$ cat src/rtl/mem_ctrl.sv
// mem_ctrl: serializes one LSB or instruction-fetch request at a time into byte-wide
// accesses on the external RAM/IO bus and returns the result with a one-cycle done pulse.
//
// state   | meaning
// --------+-----------------------------------------------------------------
// S_IDLE  | waiting for a request; LSB wins over fetch, none taken on rollback
// S_READ  | issuing byte addresses, capturing each byte one cycle later
// S_WRITE | writing one byte per cycle, held while the IO buffer is full
// S_DONE  | done pulse high for exactly this cycle
module mem_ctrl #(
   parameter int ADDR_W = 32,
   parameter int DATA_W = 32
) (
   input  logic              clk,
   input  logic              rst,
   input  logic              rdy,
   input  logic              rollback,
   input  logic              lsb_en,
   input  logic              lsb_wr,
   input  logic [ADDR_W-1:0] lsb_a,
   input  logic [2:0]        lsb_l,
   input  logic [DATA_W-1:0] lsb_w,
   output logic [DATA_W-1:0] lsb_r,
   output logic              lsb_done,
   input  logic              if_en,
   input  logic [ADDR_W-1:0] if_a,
   output logic [DATA_W-1:0] if_data,
   output logic              if_done,
   input  logic [7:0]        mem_din,
   output logic [7:0]        mem_dout,
   output logic [ADDR_W-1:0] mem_a,
   output logic              mem_wr,
   input  logic              io_buffer_full
);

   typedef enum logic [1:0] {S_IDLE, S_READ, S_WRITE, S_DONE} state_t;

   state_t            state_q, state_d;
   logic [2:0]        cnt_q, cnt_d;
   logic [2:0]        len_q, len_d;
   logic              src_if_q, src_if_d;
   logic [DATA_W-1:0] wdata_q, wdata_d;
   logic [DATA_W-1:0] res_q, res_d;
   logic [ADDR_W-1:0] mem_a_q, mem_a_d;
   logic [7:0]        mem_dout_q, mem_dout_d;
   logic              mem_wr_q, mem_wr_d;
   logic [DATA_W-1:0] lsb_r_q, lsb_r_d;
   logic              lsb_done_q, lsb_done_d;
   logic [DATA_W-1:0] if_data_q, if_data_d;
   logic              if_done_q, if_done_d;

   logic       io_stall;
   logic [2:0] last_idx;
   logic [1:0] rd_idx;
   logic [1:0] wr_idx;

   assign io_stall = (mem_a_q[17:16] == 2'b11) && io_buffer_full;
   assign last_idx = len_q - 3'd1;
   assign rd_idx   = 2'(cnt_q - 3'd1);
   assign wr_idx   = 2'(cnt_q + 3'd1);

   always_comb begin
      state_d    = state_q;
      cnt_d      = cnt_q;
      len_d      = len_q;
      src_if_d   = src_if_q;
      wdata_d    = wdata_q;
      res_d      = res_q;
      mem_a_d    = mem_a_q;
      mem_dout_d = mem_dout_q;
      mem_wr_d   = mem_wr_q;
      lsb_r_d    = lsb_r_q;
      lsb_done_d = lsb_done_q;
      if_data_d  = if_data_q;
      if_done_d  = if_done_q;
      case (state_q)
         S_IDLE: begin
            if (!rollback && lsb_en) begin
               src_if_d   = 1'b0;
               mem_a_d    = lsb_a;
               len_d      = lsb_l;
               wdata_d    = lsb_w;
               mem_dout_d = lsb_w[7:0];
               mem_wr_d   = lsb_wr;
               cnt_d      = 3'd0;
               res_d      = '0;
               state_d    = lsb_wr ? S_WRITE : S_READ;
            end else if (!rollback && if_en) begin
               src_if_d = 1'b1;
               mem_a_d  = if_a;
               len_d    = 3'd4;
               mem_wr_d = 1'b0;
               cnt_d    = 3'd0;
               res_d    = '0;
               state_d  = S_READ;
            end
         end
         S_READ: begin
            if (src_if_q && rollback) begin
               cnt_d   = 3'd0;
               state_d = S_IDLE;
            end else begin
               // mem_din carries the byte addressed in the previous cycle
               if (cnt_q != 3'd0) res_d[{rd_idx, 3'b000} +: 8] = mem_din;
               if (cnt_q == len_q) begin
                  state_d = S_DONE;
                  if (src_if_q) begin
                     if_data_d = res_d;
                     if_done_d = 1'b1;
                  end else begin
                     lsb_r_d    = res_d;
                     lsb_done_d = 1'b1;
                  end
               end else begin
                  cnt_d = cnt_q + 3'd1;
                  if (cnt_q != last_idx) mem_a_d = mem_a_q + ADDR_W'(1);
               end
            end
         end
         S_WRITE: begin
            if (!io_stall) begin
               if (cnt_q == last_idx) begin
                  mem_wr_d   = 1'b0;
                  lsb_done_d = 1'b1;
                  state_d    = S_DONE;
               end else begin
                  cnt_d      = cnt_q + 3'd1;
                  mem_a_d    = mem_a_q + ADDR_W'(1);
                  mem_dout_d = wdata_q[{wr_idx, 3'b000} +: 8];
               end
            end
         end
         default: begin
            lsb_done_d = 1'b0;
            if_done_d  = 1'b0;
            state_d    = S_IDLE;
         end
      endcase
   end

   always_ff @(posedge clk or posedge rst) begin
      if (rst) begin
         state_q    <= S_IDLE;
         cnt_q      <= '0;
         len_q      <= '0;
         src_if_q   <= 1'b0;
         wdata_q    <= '0;
         res_q      <= '0;
         mem_a_q    <= '0;
         mem_dout_q <= '0;
         mem_wr_q   <= 1'b0;
         lsb_r_q    <= '0;
         lsb_done_q <= 1'b0;
         if_data_q  <= '0;
         if_done_q  <= 1'b0;
      end else if (rdy) begin
         state_q    <= state_d;
         cnt_q      <= cnt_d;
         len_q      <= len_d;
         src_if_q   <= src_if_d;
         wdata_q    <= wdata_d;
         res_q      <= res_d;
         mem_a_q    <= mem_a_d;
         mem_dout_q <= mem_dout_d;
         mem_wr_q   <= mem_wr_d;
         lsb_r_q    <= lsb_r_d;
         lsb_done_q <= lsb_done_d;
         if_data_q  <= if_data_d;
         if_done_q  <= if_done_d;
      end
   end

   // a frozen or IO-stalled cycle must never strobe the bus
   assign mem_wr   = mem_wr_q && rdy && !io_stall;
   assign mem_a    = mem_a_q;
   assign mem_dout = mem_dout_q;
   assign lsb_r    = lsb_r_q;
   assign lsb_done = lsb_done_q;
   assign if_data  = if_data_q;
   assign if_done  = if_done_q && !rollback;

endmodule

$ cat config.mk
export PLATFORM = sky130hd
export DESIGN_NAME = mem_ctrl
export DESIGN_NICKNAME = d
export VERILOG_FILES = /design/src/rtl/mem_ctrl.sv
export SDC_FILE = /design/constraint.sdc
export NUM_CORES = 1
export LEC_CHECK = 0
export ABC_AREA = 1
export CAP_MARGIN = 15
export CORE_MARGIN = 3
export CORE_UTILIZATION = 51
export CTS_CLUSTER_DIAMETER = 40
export CTS_CLUSTER_SIZE = 40
export DETAILED_ROUTE_END_ITERATION = 8
export HOLD_SLACK_MARGIN = 0.12
export PLACE_DENSITY = 0.91
export RECOVER_POWER = 25
export SYNTH_ARGS = -nofsm -noshare
export SYNTH_HDL_FRONTEND = slang
export SYNTH_SLANG_ARGS = --single-unit
export TNS_END_PERCENT = 20
$ cat constraint.sdc
create_clock -name clk -period 7.6 [get_ports clk]
set_input_delay 1.52 -clock clk [delete_from_list [all_inputs] [get_ports clk]]
set_output_delay 1.52 -clock clk [all_outputs]
set_load 0.05 [all_outputs]
# --- Word level (Yosys, flattened, before mapping) ---
# Cells that the tools add are included.
word_totals:
  ff_bits: 180
  word_cells: 124
  output_inout_bits: 107
  ram_bits: 0
  input_bits: 115
  n_memories: 0
  rom_bits: 0
  latchBits: 0
op_classes:
  shifts: 3
  eq_ne: 19
  bitwise: 4
  n_mul: 0
  n_lt_le_gt_ge: 0
  add_sub_neg: 5
  mux: 52
  div: 0
  n_reduce_logical: 28
ops:
  columns: ["operator", "n"]
  rows:
  - ["32-bit 2-to-1 mux", 11]
  - ["32-bit one-hot mux with 3 select lines", 1]
  - ["32-bit one-hot mux with 2 select lines", 1]
  - ["32-bit by 1-bit adder with 32-bit output (second input constant)", 1]
  - ["32-bit bitwise mux", 1]
  - ["8-bit by 7-bit variable shift with 32-bit output (first input constant)", 1]
  - ["32-bit by 6-bit variable part select with 8-bit output", 1]
  - ["8-bit by 7-bit variable part select with 32-bit output", 1]
  - ["5-bit AND reduction", 6]
  - ["3-bit 2-to-1 mux", 8]
  - ["8-bit 2-to-1 mux", 3]
  - ["2-bit != test (second input constant)", 10]
  - ["8-bit one-hot mux with 2 select lines", 1]
  - ["1-bit 2-to-1 mux", 14]
  - ["2-bit 2-to-1 mux", 7]
  - ["3-bit != test (second input constant)", 3]
  - ["3-bit one-hot mux with 3 select lines", 1]
  - ["8-bit AND reduction", 1]
  - ["1-bit logical AND", 7]
  - ["5-bit negator with 7-bit output", 1]
  - ["7-bit AND reduction", 1]
  - ["3-bit equality test", 2]
  - ["2-bit one-hot mux with 3 select lines", 1]
  - ["3-bit AND reduction", 2]
  - ["16 further kinds", 25]

# --- Longest topological paths before layout ---
# Gate-level depths: netlist of run 1.
logic_depth:
  word_depth: 7
  depth_mapped: 12
  mapped_depth_nobuf: 12

# --- Worst setup path before layout of run 1 ---
# OpenSTA, ideal clock, no wires.
synth_timing:
  kind: "in2out"
  startpoint: "in rollback"
  endpoint: "out if_done"
  arrival_ns: 2.174
  path_buffers: 0
  t_required_ns: 6.080
  setup_slack_ns: 3.906
  path_stages: 1
  cell_sequence: "nor2_1"
synth_via:
  elab_chain_cells: 2
synth_lines:
  columns: ["element", "line_no", "source"]
  rows:
  - ["start: declaration", "17", "input logic rollback,"]
  - ["1-bit logical NOT", "180", "assign if_done = if_done_q && !rollback;"]
  - ["1-bit logical AND", "180", null]
  - ["end: declaration", "28", "output logic if_done,"]
# No other way between the ends.

==> flow_results.org, run 1 <==
** Outcome
- The flow ran to the end, but the final reports show violations.
- The checks that failed: capacitance limit, slew limit.

** Detailed routing
- Pre-Repair DR Iteration Count :: 6
- In this run, the number of DRC markers left after iteration 0 of detailed routing was between 800 and 900.
- Vias per inst :: 5.408
- The count of nets left with antenna violations once routing finished came out at 0.
- Post-DR wirelength/cell :: 15.51 um
- The routed layout has 9454 vias.
- Detailed-route DRC error count :: 0
- Final wirelength :: around 27000 um

** Critical path
- STA puts the critical path data arrival time at 5.58 ns.
- R2r worst-path depth :: 9
- Crit-path max FO :: 100
- In this run the number of cells on the critical path is 3.
- Maximum cell stage delay along the critical path :: 2.34 ns
- Data required time of the worst path :: 8.01 ns
- The worst setup path is launched from a primary input.
- Critical-path top delay cell :: sky130_fd_sc_hd__clkinvlp_2
- The worst setup path is of the primary input to asynchronous set/reset pin kind.
- Crit-path leading delay family :: buffers and inverters
- Endpoint kind of the worst setup timing path :: asynchronous set/reset pin
- Traced cell by cell, the critical path runs through dlygate4sd3_1 > clkinvlp_2 > buf_4.
- Number of buffer and inverter instances along the worst setup path :: 3
- Setup slack of the worst register-to-register path :: 3.88 ns

** Finish
- Fill cells in the final layout number 1446.
- Fraction of final layout cells sized beyond drive strength 1 :: 0.04542
- In the final layout, flip-flops and latches occupy between 0.004 and 0.005 mm^2.
- Final non-filler cell area :: 0.01244 mm^2
- Leading cell type in the layout, fill and taps excluded :: sky130_fd_sc_hd__nand2_1
- Multi-input logic area :: roughly 0.0044 mm^2
- Antenna cell count :: 0
- Compared with the post-synthesis result, the final layout area differs by 30.34%.
- In the layout the commonest cells are sky130_fd_sc_hd__nand2_1, sky130_fd_sc_hd__clkdlybuf4s50_1, sky130_fd_sc_hd__dfrtp_1.
- For this run, the post-layout net count is 1633.

** Yosys
- Number of distinct standard cells referenced by the synthesized netlist :: 36
- Post-synth net total :: between 1000 and 1500
- The synthesized design contains 180 register bits.
- After technology mapping, the gate count stands at 1315.
- Summing every instance area after synthesis gives around 0.0095 mm^2.
- Sequential area share after synthesis :: 0.4719
- Mean cell area of the mapped netlist :: 7.259 um^2
- Syn. warnings :: 0

** CTS
- Post-CTS Setup Inserts :: 0
- The H-tree was split into 4 levels.
- Clock latency at the later pin of the worst-skew pair :: 0.44 ns
- In this run, post-CTS hold repair placed 0 buffers.
- TritonCTS clock tree :: built
- Clock-pin slew was measured on the worst setup and hold paths at 0.06 ns.
- Gates resized during post-CTS repair numbered 0.
- Bufs on Longest Clock Path :: 2
- Number of clock buffers inserted by TritonCTS :: 17
- Clock tree synthesis selected as its root buffer the cell sky130_fd_sc_hd__clkbuf_16.
- CTS saw 180 sinks.

** Global routing
- All-Layer GR Usage :: 0.2629
- Via count of the first global-routing pass :: between 8000 and 9000
- Global route total overflow :: 0
- The number of antenna violations at the first check in global routing was 0.
- Entering global routing, the biggest net connects approximately 100 pins.
- The first global-routing pass estimated about 43000 um of wire.

** Power
- For this design the ratio of total power to cell area is roughly 350 mW/mm^2.
- Leakage dissipation :: approximately 6 nW
- The worst-case IR drop observed on VDD is 0.2386 mV.

** Die
- Measured along the x axis, the die boundary spans 142.8 um.
- The core region is 0.01815 mm^2.
- Ports :: 222
- Initial Utilization :: 0.5260
- Die ar. :: 0.02039 mm^2
- The die is 142.8 um tall.
- In this run the core area contains 49 standard-cell rows.

** STA
- Count of final hold-check violations :: 0
- Setup Skew :: about 0.013 ns
- In this run the tightest slew margin relative to its limit is -1.850.
- Final number of max-transition violations :: 151
- Sum of negative setup slack :: 0 ns
- Of the available clock period, the critical path in the final layout requires 0.6803.
- Fin crit period :: 5.171 ns
- Static timing analysis puts the maximum clock frequency at approximately 0.19 GHz.
- For the pin with the worst max-slew slack, the measured transition is 4.252 ns.
- Unrepaired setup endpoints after global routing :: false
- Final worst hold slack :: 0.4778 ns
- Finish-stage setup viols :: 0

** Placement
- In this run the cell area measured after placement is 0.01180 mm^2.
- Total half-perimeter wirelength after legalization and detailed placement :: 19020 um
- In this run the tool buffered the top-level ports with 221 buffer cells.
- Gp weighted congestion :: 0.9587

** Worst hold path
- Worst Hold Depth :: 2
- The worst hold path belongs to the class register to register.

** Job
- Max-cap violations in this run came to 2.
-- synthesized netlist by cell type, drive strengths merged --
library cell | count | area share
xor2 | 2 | 0.0018
o21ai | 141 | 0.075
nand4 | 22 | 0.018
a31oi | 9 | 0.0059
xnor2 | 3 | 0.0047
inv | 98 | 0.039
clkinv | 4 | 0.0017
ha | 12 | 0.016
o31ai | 1 | 0.00079
clkbuf | 25 | 0.0098
o22ai | 22 | 0.014
nor2 | 133 | 0.055
o21bai | 1 | 0.00079
or2 | 3 | 0.0020
nand3 | 62 | 0.035
dfrtp | 180 | 0.47
a21oi | 21 | 0.011
and2 | 3 | 0.0020
nand2 | 535 | 0.21
buf | 29 | 0.019
nor3 | 9 | 0.0052
-- logic make-up (layout without fill, tap and decap cells) --
kind of cell    count (synthesis)  after routing  synth area share
compound gates                195            195            0.1084
xor+xnor                        5              5          0.006555
simple gates                  767            767            0.3282
fa+ha+maj                      12             12           0.01573
buf+inv                       156            360           0.06921
flops                         180            180            0.4719
-- layout make-up --
type	count	area share
inverters	102	0.03097
well taps	229	0.02303
repair buffers	226	0.1814
clock buffers	19	0.03479
flip-flops and latches	180	0.3620
clock inverters	13	0.01579
multi-input cells	979	0.3520
-- final timing paths --
path | endpoint | start
min reg2reg | if_data[17]$_DFFE_PP0P_ | if_data[17]$_DFFE_PP0P_
min | if_data[17]$_DFFE_PP0P_ | if_data[17]$_DFFE_PP0P_
min in group asynchronous | if_data[13]$_DFFE_PP0P_ | rst
max in group clk | mem_wr | rdy
max reg2reg | if_data[10]$_DFFE_PP0P_ | state_q[1]$_DFFE_PP0P_
max | wdata_q[25]$_DFFE_PP0P_ | rst
-- worst reg2reg max path: stages (launching register included) --
cell	delay [ns]
sky130_fd_sc_hd__dfrtp_1	0.38
sky130_fd_sc_hd__inv_1	0.10
sky130_fd_sc_hd__ha_1	0.55
sky130_fd_sc_hd__nand2_1	0.19
sky130_fd_sc_hd__inv_1	0.10
sky130_fd_sc_hd__nand4_4	0.10
sky130_fd_sc_hd__clkbuf_1	1.46
sky130_fd_sc_hd__inv_2	0.49
sky130_fd_sc_hd__nand2_1	0.18
sky130_fd_sc_hd__nand2_1	0.07
-- report_power, final --
part	leakage (nW)	internal [W]	switching, W
Combinational	3.18	0.000640	0.00136
Clock	0.305	0.000558	0.000392
Sequential	2.40	0.00119	0.000229
-- metal layers --
metal	wire, um	up-vias	track usage	part of all wire
met5	0	-	0	0
met4	708	0	0.08354	0.026
met3	1860	53	0.04990	0.069
met2	13160	429	0.4340	0.49
met1	11390	4404	0.3531	0.42
li1	-	4568	-	-
-- registers in the layout (all words and copies together), names as in the netlist, 2 cells and up --
name / count
if_data: 32
lsb_r: 32
mem_a: 32
res_q: 32
wdata_q: 32
mem_dout: 8
cnt_q: 3
len_q: 3
state_q: 2
-- per-stage QoR --
stage | total power (W) | cells | util | setup slack, ns
2_1_floorplan | 0.002803 | 1315 | - | 1.193
3_3_place_gp | 0.003333 | 1714 | 0.6501 | 2.870
3_5_place_dp | 0.003395 | 1714 | 0.6501 | 2.853
4_1_cts | 0.004348 | 1746 | 0.6848 | 2.840
5_1_grt | 0.004637 | 1748 | 0.6856 | 1.656
6_report | 0.004368 | 1748 | 0.6856 | 2.429
Note: power is estimated with default switching activity, not from simulation.
==> run 2: changes to the inputs <==
- CORE_UTILIZATION: 51 -> 46
- PLACE_DENSITY: 0.91 -> 0.87
- clock period: 7.6 -> 4.52 ns (I/O delays scaled with it)
==> flow_results.org, run 2 (synthesis results as in run 1) <==
** Outcome
- Outcome: complete, but fails checks (unchanged).
- Violated checks: capacitance limit, slew limit (unchanged).

** STA
- Count of final hold-check violations :: 0 (unchanged)
- Fin crit period :: 3.558 ns
- Final number of max-transition violations :: 99 (was 151)
- Slew margin rel. :: -0.2351 (was -1.850)
- Finish-stage setup viols :: 0 (unchanged)
- Slew of the pin with the lowest slew margin :: 1.843 ns (was 4.252 ns)
- Of the available clock period, the critical path in the final layout requires 0.7872.
- Unrepaired setup endpoints after global routing :: false (unchanged)
- F_max :: 0.2810 GHz
- The summed negative setup slack over all endpoints came to 0 ns (unchanged).
- The worst hold slack was 0.4765 ns (was 0.4778 ns).
- Setup Skew :: 0.02123 ns (was 0.01318 ns)

** Finish
- The antenna diode count is 0 (unchanged).
- The most frequent standard cell in the layout excluding fill and tap cells was sky130_fd_sc_hd__nand2_1 (unchanged).
- Fraction of final layout cells sized beyond drive strength 1 :: 0.05049 (was 0.04542)
- Final nets :: 1639 (was 1633)
- Most frequent cells in the layout: sky130_fd_sc_hd__nand2_1, sky130_fd_sc_hd__clkdlybuf4s50_1, sky130_fd_sc_hd__dfrtp_1 (unchanged).
- Synthesis-to-layout area growth :: 31.18% (was 30.34%)

** Detailed routing
- The total routed wirelength is 26880 um (was 27110 um).
- Post-DRT Antenna Nets :: 0 (unchanged)
- Detailed-route DRC error count :: 0 (unchanged)
- Via count :: 9374 (was 9454)
- The first-pass iteration count of the detailed router is 6 (unchanged).
- The via-per-instance ratio is 5.222 (was 5.408).
- Post-DR wirelength/cell :: 14.97 um (was 15.51 um)
- The initial DRC count came to 750 (was 823).

** Die
- Overall die height :: 150.1 um (was 142.8 um)
- Initial Utilization :: 0.4702 (was 0.5260)
- The top-level port count was 222 (unchanged).
- Core outline area :: 0.02030 mm^2 (was 0.01815 mm^2)
- Die ar. :: 0.02252 mm^2 (was 0.02039 mm^2)
- Die span in x :: 150.1 um (was 142.8 um)
- The row count came to 52 (was 49).

** Critical path
- Worst endpoint data arrival time :: 2.65 ns (was 5.58 ns)
- The kind of end point of the critical path is an output port (was asynchronous set/reset pin).
- The maximum fanout count along the critical path came to 6 (was 100).
- Startpoint type of the worst setup path :: primary input (unchanged)
- Category of the most critical setup path :: primary input to output port (was primary input to asynchronous set/reset pin)
- The data required time of the critical path came to 3.62 ns (was 8.01 ns).

** Global routing
- The global-route total usage across every layer came to 0.2385 (was 0.2629).
- The largest net degree at the start of global routing is 87 (was 101).
- Global route total overflow :: 0 (unchanged)
- The number of global-route vias before repair came to 8752 (was 8739).
- Wire length of the first global-routing pass :: 43230 um (was 43120 um)
- The number of antenna violations at the first check in global routing was 0 (unchanged).

** CTS
- H-tree levels :: 4 (unchanged)
- Reg clk slew, reported paths :: 0.07 ns (was 0.06 ns)
- The hold buffer count at cts was 0 (unchanged).
- The number of resized instances in the post-cts repair step was 0 (unchanged).
- Bufs on Longest Clock Path :: 2 (unchanged)
- TritonCTS clock tree :: built (unchanged)
- Root Buffer :: sky130_fd_sc_hd__clkbuf_16 (unchanged)
- Clock latency at the later pin of the worst-skew pair :: 0.44 ns (about the same)
- The TritonCTS sink count was 180 (unchanged).
- The number of CTS-inserted buffers was 17 (unchanged).
- Post-CTS Setup Inserts :: 0 (unchanged)

** Power
- Power per standard cell area :: 580.3 mW/mm^2 (was 351.1 mW/mm^2)
- The leakage power total is 5.903 nW (was 5.881 nW).
- IR drop worst, VDD :: 0.3747 mV (was 0.2386 mV)

** Job
- The total of max-cap violations was 3 (was 2).

** Placement
- Total half-perimeter wirelength after legalization and detailed placement :: 19660 um (was 19020 um)
- The placer's final routability congestion estimate is 0.9449 (was 0.9587).
- The quantity of I/O buffers inserted on ports was 221 (unchanged).

** Worst hold path
- Class of the tightest hold or removal check :: register to register (unchanged)
-- run 2: cell types whose count changed in the layout (fill, tap and decap cells not counted), sizes merged --
cell	change
dlygate4sd3	-2
bufinv	-2
clkinv	+3
clkdlybuf4s50	+2
inv	+2
buf	+5
clkinvlp	-1
clkbuf	-1
-- run 2: per-layer routing --
metal | part of all wire | vias to the layer above | GRT usage
li1 | - | 4585 | -
met1 | 0.42 | 4310 | 0.3185
met2 | 0.47 | 407 | 0.3816
met3 | 0.073 | 72 | 0.04149
met4 | 0.036 | 0 | 0.1061
met5 | 0 | - | 0
-- run 2: power breakdown --
| part | internal (W) | switching [W] |
|---|---|---|
| combinational | 0.00107 | 0.00229 |
| sequential | 0.00200 | 0.000381 |
| clock | 0.000841 | 0.000689 |
-- run 2: final timing paths --
check / from / endpoint / slack (ns) / cells past startpoint
min reg2reg: wdata_q[16]$_DFFE_PP0P_ / wdata_q[16]$_DFFE_PP0P_ / 0.48 / 2
max reg2reg: state_q[1]$_DFFE_PP0P_ / res_q[22]$_DFFE_PP0P_ / 1.49 / 7
max in group asynchronous: rst / if_done_q$_DFFE_PP0P_ / 0.98 / 3
min in group asynchronous: rst / lsb_r[27]$_DFFE_PP0P_ / 1.39 / 2
max: rdy / mem_wr / 0.96 / 4
min: wdata_q[16]$_DFFE_PP0P_ / wdata_q[16]$_DFFE_PP0P_ / 0.48 / 2
-- run 2: layout make-up --
class,instances,area [um^2]
multi-input combinational,979,4383
tap,270,337.8
fill,1764,7777
clock buffer,17,425.4
inverter,102,385.4
clock inverter,15,186.4
sequential,180,4504
timing repair buffer,232,2300
-- run 2: worst max-delay path, stage by stage --
cell                              delay [ns]
sky130_fd_sc_hd__clkdlybuf4s50_1        0.69
sky130_fd_sc_hd__nand3_1                0.12
sky130_fd_sc_hd__inv_1                  0.12
sky130_fd_sc_hd__clkdlybuf4s50_1        0.81
-- run 2: stage by stage --
step	area, um^2	utilization	std cells	setup slack [ns]	power [W]
4_1_cts	12530	0.6174	1795	0.9663	0.007274
3_5_place_dp	11920	0.5872	1763	0.9655	0.005731
2_1_floorplan	9549	-	1315	1.307	0.004714
5_1_grt	12520	0.6169	1795	0.5638	0.007744
3_3_place_gp	11920	0.5872	1763	0.9653	0.005625
6_report	12520	0.6169	1795	0.9619	0.007267
==> run 3: changes to the inputs <==
- CORE_UTILIZATION: 46 -> 51
- PLACE_DENSITY: 0.87 -> 0.91
- clock period: 4.52 -> 3.5 ns (I/O delays scaled with it)
==> flow_results.org, run 3 (synthesis results as in run 1) <==
** STA
- Count of final hold-check violations :: 0 (unchanged)
- The worst path needs 2.937 ns of the cycle, external delays included.
- Unrepaired setup endpoints after global routing :: false (unchanged)
- In the finished design, the share of the clock period the worst path needs comes to 0.8391.
- Slew of the pin with the lowest slew margin :: 1.405 ns (was 1.843 ns)
- The total setup violations reported at the end of the flow was 0 (unchanged).
- Slew margin rel. :: 0.06332 (was -0.2351)
- F_max :: 0.3405 GHz
- The worst clock skew is 0.01124 ns (was 0.02123 ns).
- The summed negative setup slack over all endpoints was 0 ns (unchanged).
- The total count of max-transition violations in the final report came to 0 (was 99).
- The worst hold slack came to 0.4748 ns (was 0.4765 ns).

** Finish
- Antenna cell count :: 0 (unchanged)
- Most frequent cells in the layout :: sky130_fd_sc_hd__nand2_1, sky130_fd_sc_hd__clkdlybuf4s50_1, sky130_fd_sc_hd__dfrtp_1 (unchanged)
- The count of non-filler cells in the finished layout is 1760 (was 1795).
- The most frequent standard cell in the layout excluding fill and tap cells is sky130_fd_sc_hd__nand2_1 (unchanged).
- Synthesis-to-layout area growth :: 31.09% (was 31.18%)
- The share of final-layout standard cells stronger than drive strength 1 came to 0.05356 (was 0.05049).
- Final non-filler cell area :: 0.01251 mm^2 (was 0.01252 mm^2)
- Final nets :: 1645 (was 1639)

** Critical path
- Launching instance or port of the critical path :: rollback (was rdy)
- Startpoint of the worst-slack reg-to-reg timing path :: cnt_q[0]$_DFFE_PP0P_ (was state_q[1]$_DFFE_PP0P_)
- Reg2Reg Capture Point :: res_q[13]$_DFFE_PP0P_ (was res_q[22]$_DFFE_PP0P_)
- The slack of the worst reg-to-reg path is 0.85 ns (was 1.49 ns).
- The arrival time reported for the critical path endpoint came to 2.24 ns (was 2.65 ns).
- The nature of the critical path startpoint is a primary input (unchanged).
- The data required time of the critical path came to 2.80 ns (was 3.62 ns).
- The critical setup path kind is primary input to output port (unchanged).
- The kind of end point of the critical path was an output port (unchanged).
- R2r worst-path depth :: 9 (was 7)
- The maximum fanout count along the critical path was 4 (was 6).

** Die
- Site Rows :: 49 (was 52)
- Overall die height :: 142.8 um (was 150.1 um)
- The top-level port count is 222 (unchanged).
- The full die area is 0.02039 mm^2 (was 0.02252 mm^2).
- Die span in x :: 142.8 um (was 150.1 um)
- Initial Utilization :: 0.5260 (was 0.4702)
- Core outline area :: 0.01815 mm^2 (was 0.02030 mm^2)

** Detailed routing
- The first-pass iteration count of the detailed router is 5 (was 6).
- Vias per inst :: 5.420 (was 5.222)
- Detailed-route DRC error count :: 0 (unchanged)
- Post-DR wirelength/cell :: 15.59 um (was 14.97 um)
- The total routed wirelength was 27440 um (was 26880 um).
- The initial DRC count is 930 (was 750).
- The remaining antenna violation count came to 0 (unchanged).
- Via count :: 9539 (was 9374)

** Outcome
- Outcome: finished, final reports clean (was complete, but fails checks).

** Global routing
- The overflow left after global routing is 0 (unchanged).
- Antenna violations before repair :: 0 (unchanged)
- All-Layer GR Usage :: 0.2680 (was 0.2385)
- Wire length of the first global-routing pass :: 44380 um (was 43230 um)
- The number of global-route vias before repair came to 9059 (was 8752).
- The largest net degree at the start of global routing is 59 (was 87).

** CTS
- The number of resized instances in the post-cts repair step is 0 (unchanged).
- TritonCTS clock tree :: built (unchanged)
- H-tree levels :: 4 (unchanged)
- The number of setup buffers added after CTS was 0 (unchanged).
- Clock latency at the later pin of the worst-skew pair :: 0.43 ns (was 0.44 ns)
- The number of CTS-inserted buffers came to 17 (unchanged).
- Reg clk slew, reported paths :: 0.07 ns (about the same)
- Hold Buf Count CTS :: 0 (unchanged)
- Bufs on Longest Clock Path :: 2 (unchanged)
- Root Buffer :: sky130_fd_sc_hd__clkbuf_16 (unchanged)
- Clock sinks :: 180 (unchanged)

** Power
- Leakage dissipation :: 5.926 nW (was 5.903 nW)
- Share of total power in combinational logic :: 0.463 (was 0.462)
- Switching power of the nets :: 0.004289 W (was 0.003355 W)
- Power per standard cell area :: 754.9 mW/mm^2 (was 580.3 mW/mm^2)
- The part of the total power dissipated in sequential elements came to 0.326 (was 0.327).
- Clock power frac :: 0.211 (was 0.210)
- Switching share of power :: 0.4540 (was 0.4617)
- The worst supply voltage drop on vdd is 0.5487 mV (was 0.3747 mV).
- Internal Pwr Total :: 0.005158 W (was 0.003911 W)

** Placement
- The quantity of I/O buffers inserted on ports was 221 (unchanged).
- The cell total after placement is 1728 (was 1763).
- Gp weighted congestion :: 0.9383 (was 0.9449)
- The placed wire-length estimate came to 19720 um (was 19660 um).
- DP Area :: 0.01191 mm^2 (was 0.01192 mm^2)

** Worst hold path
- Min-Delay Endpoint :: wdata_q[15]$_DFFE_PP0P_ (was wdata_q[16]$_DFFE_PP0P_)
- The cell count of the worst hold path was 2 (unchanged).
- Class of the tightest hold or removal check :: register to register (unchanged)
- Hold path startpoint :: wdata_q[15]$_DFFE_PP0P_ (was wdata_q[16]$_DFFE_PP0P_)

** Job
- Max-cap viol count :: 0 (was 3)
[run 3: changes by cell type in the layout (fill, tap and decap cells not counted)]
cell	delta
sky130_fd_sc_hd__clkinv_2	+1
sky130_fd_sc_hd__clkbuf_1	+2
sky130_fd_sc_hd__clkinv_4	-5
sky130_fd_sc_hd__inv_8	-1
sky130_fd_sc_hd__clkbuf_2	+1
sky130_fd_sc_hd__clkinv_8	-1
sky130_fd_sc_hd__buf_4	+7
sky130_fd_sc_hd__inv_6	-3
sky130_fd_sc_hd__bufinv_16	+1
sky130_fd_sc_hd__clkbuf_8	+2
sky130_fd_sc_hd__clkdlybuf4s50_1	-1
sky130_fd_sc_hd__clkinvlp_4	+3
[run 3: power by group through the flow]
stage / sequential (W) / combinational [W] / clock [W]
floorplan: 0.00384 / 0.00225 / 0
global placement: 0.00307 / 0.00419 / 0
detailed placement: 0.00309 / 0.00433 / 0
CTS: 0.00306 / 0.00435 / 0.00201
global route: 0.00314 / 0.00479 / 0.00210
finish: 0.00308 / 0.00438 / 0.00199
[run 3: critical path, stage by stage]
cell and delay [ns]:
sky130_fd_sc_hd__clkdlybuf4s50_1 0.52, sky130_fd_sc_hd__nor2_1 0.14, sky130_fd_sc_hd__clkdlybuf4s50_1 0.86
[run 3: final cells by class]
| class | count | area, um^2 |
|---|---|---|
| Tap cell | 229 | 286.5 |
| Timing Repair Buffer | 238 | 2344 |
| Fill cell | 1507 | 5634 |
| Inverter | 102 | 385.4 |
| Clock inverter | 10 | 146.4 |
| Multi-Input combinational cell | 979 | 4383 |
| Clock buffer | 22 | 464.2 |
| Sequential cell | 180 | 4504 |
[run 3: stage by stage]
stage	utilization	worst slack, ns	total power (W)
CTS	0.6900	0.5780	0.009426
floorplan	-	0.4914	0.006088
global route	0.6895	0.2867	0.01002
detailed placement	0.6564	0.5804	0.007422
finish	0.6895	0.5631	0.009447
global placement	0.6564	0.5683	0.007263
[run 3: how the worst max path moves through the flow]
stage | end | depth (start not counted)
after global placement | if_done | 3
after CTS | if_done | 3
after floorplan | cnt_q[0]$_DFFE_PP0P_ | 1
final | if_done | 3
after detailed placement | if_done | 3
after global routing | mem_a[12]$_DFFE_PP0P_ | 3
[run 3: per-layer routing]
layer,global-route usage,routed length [um],vias to the layer above
li1,-,-,4600
met3,0.03818,1658,57
met4,0.09355,773,0
met2,0.4483,13550,403
met5,0,0,-
met1,0.3590,11450,4479
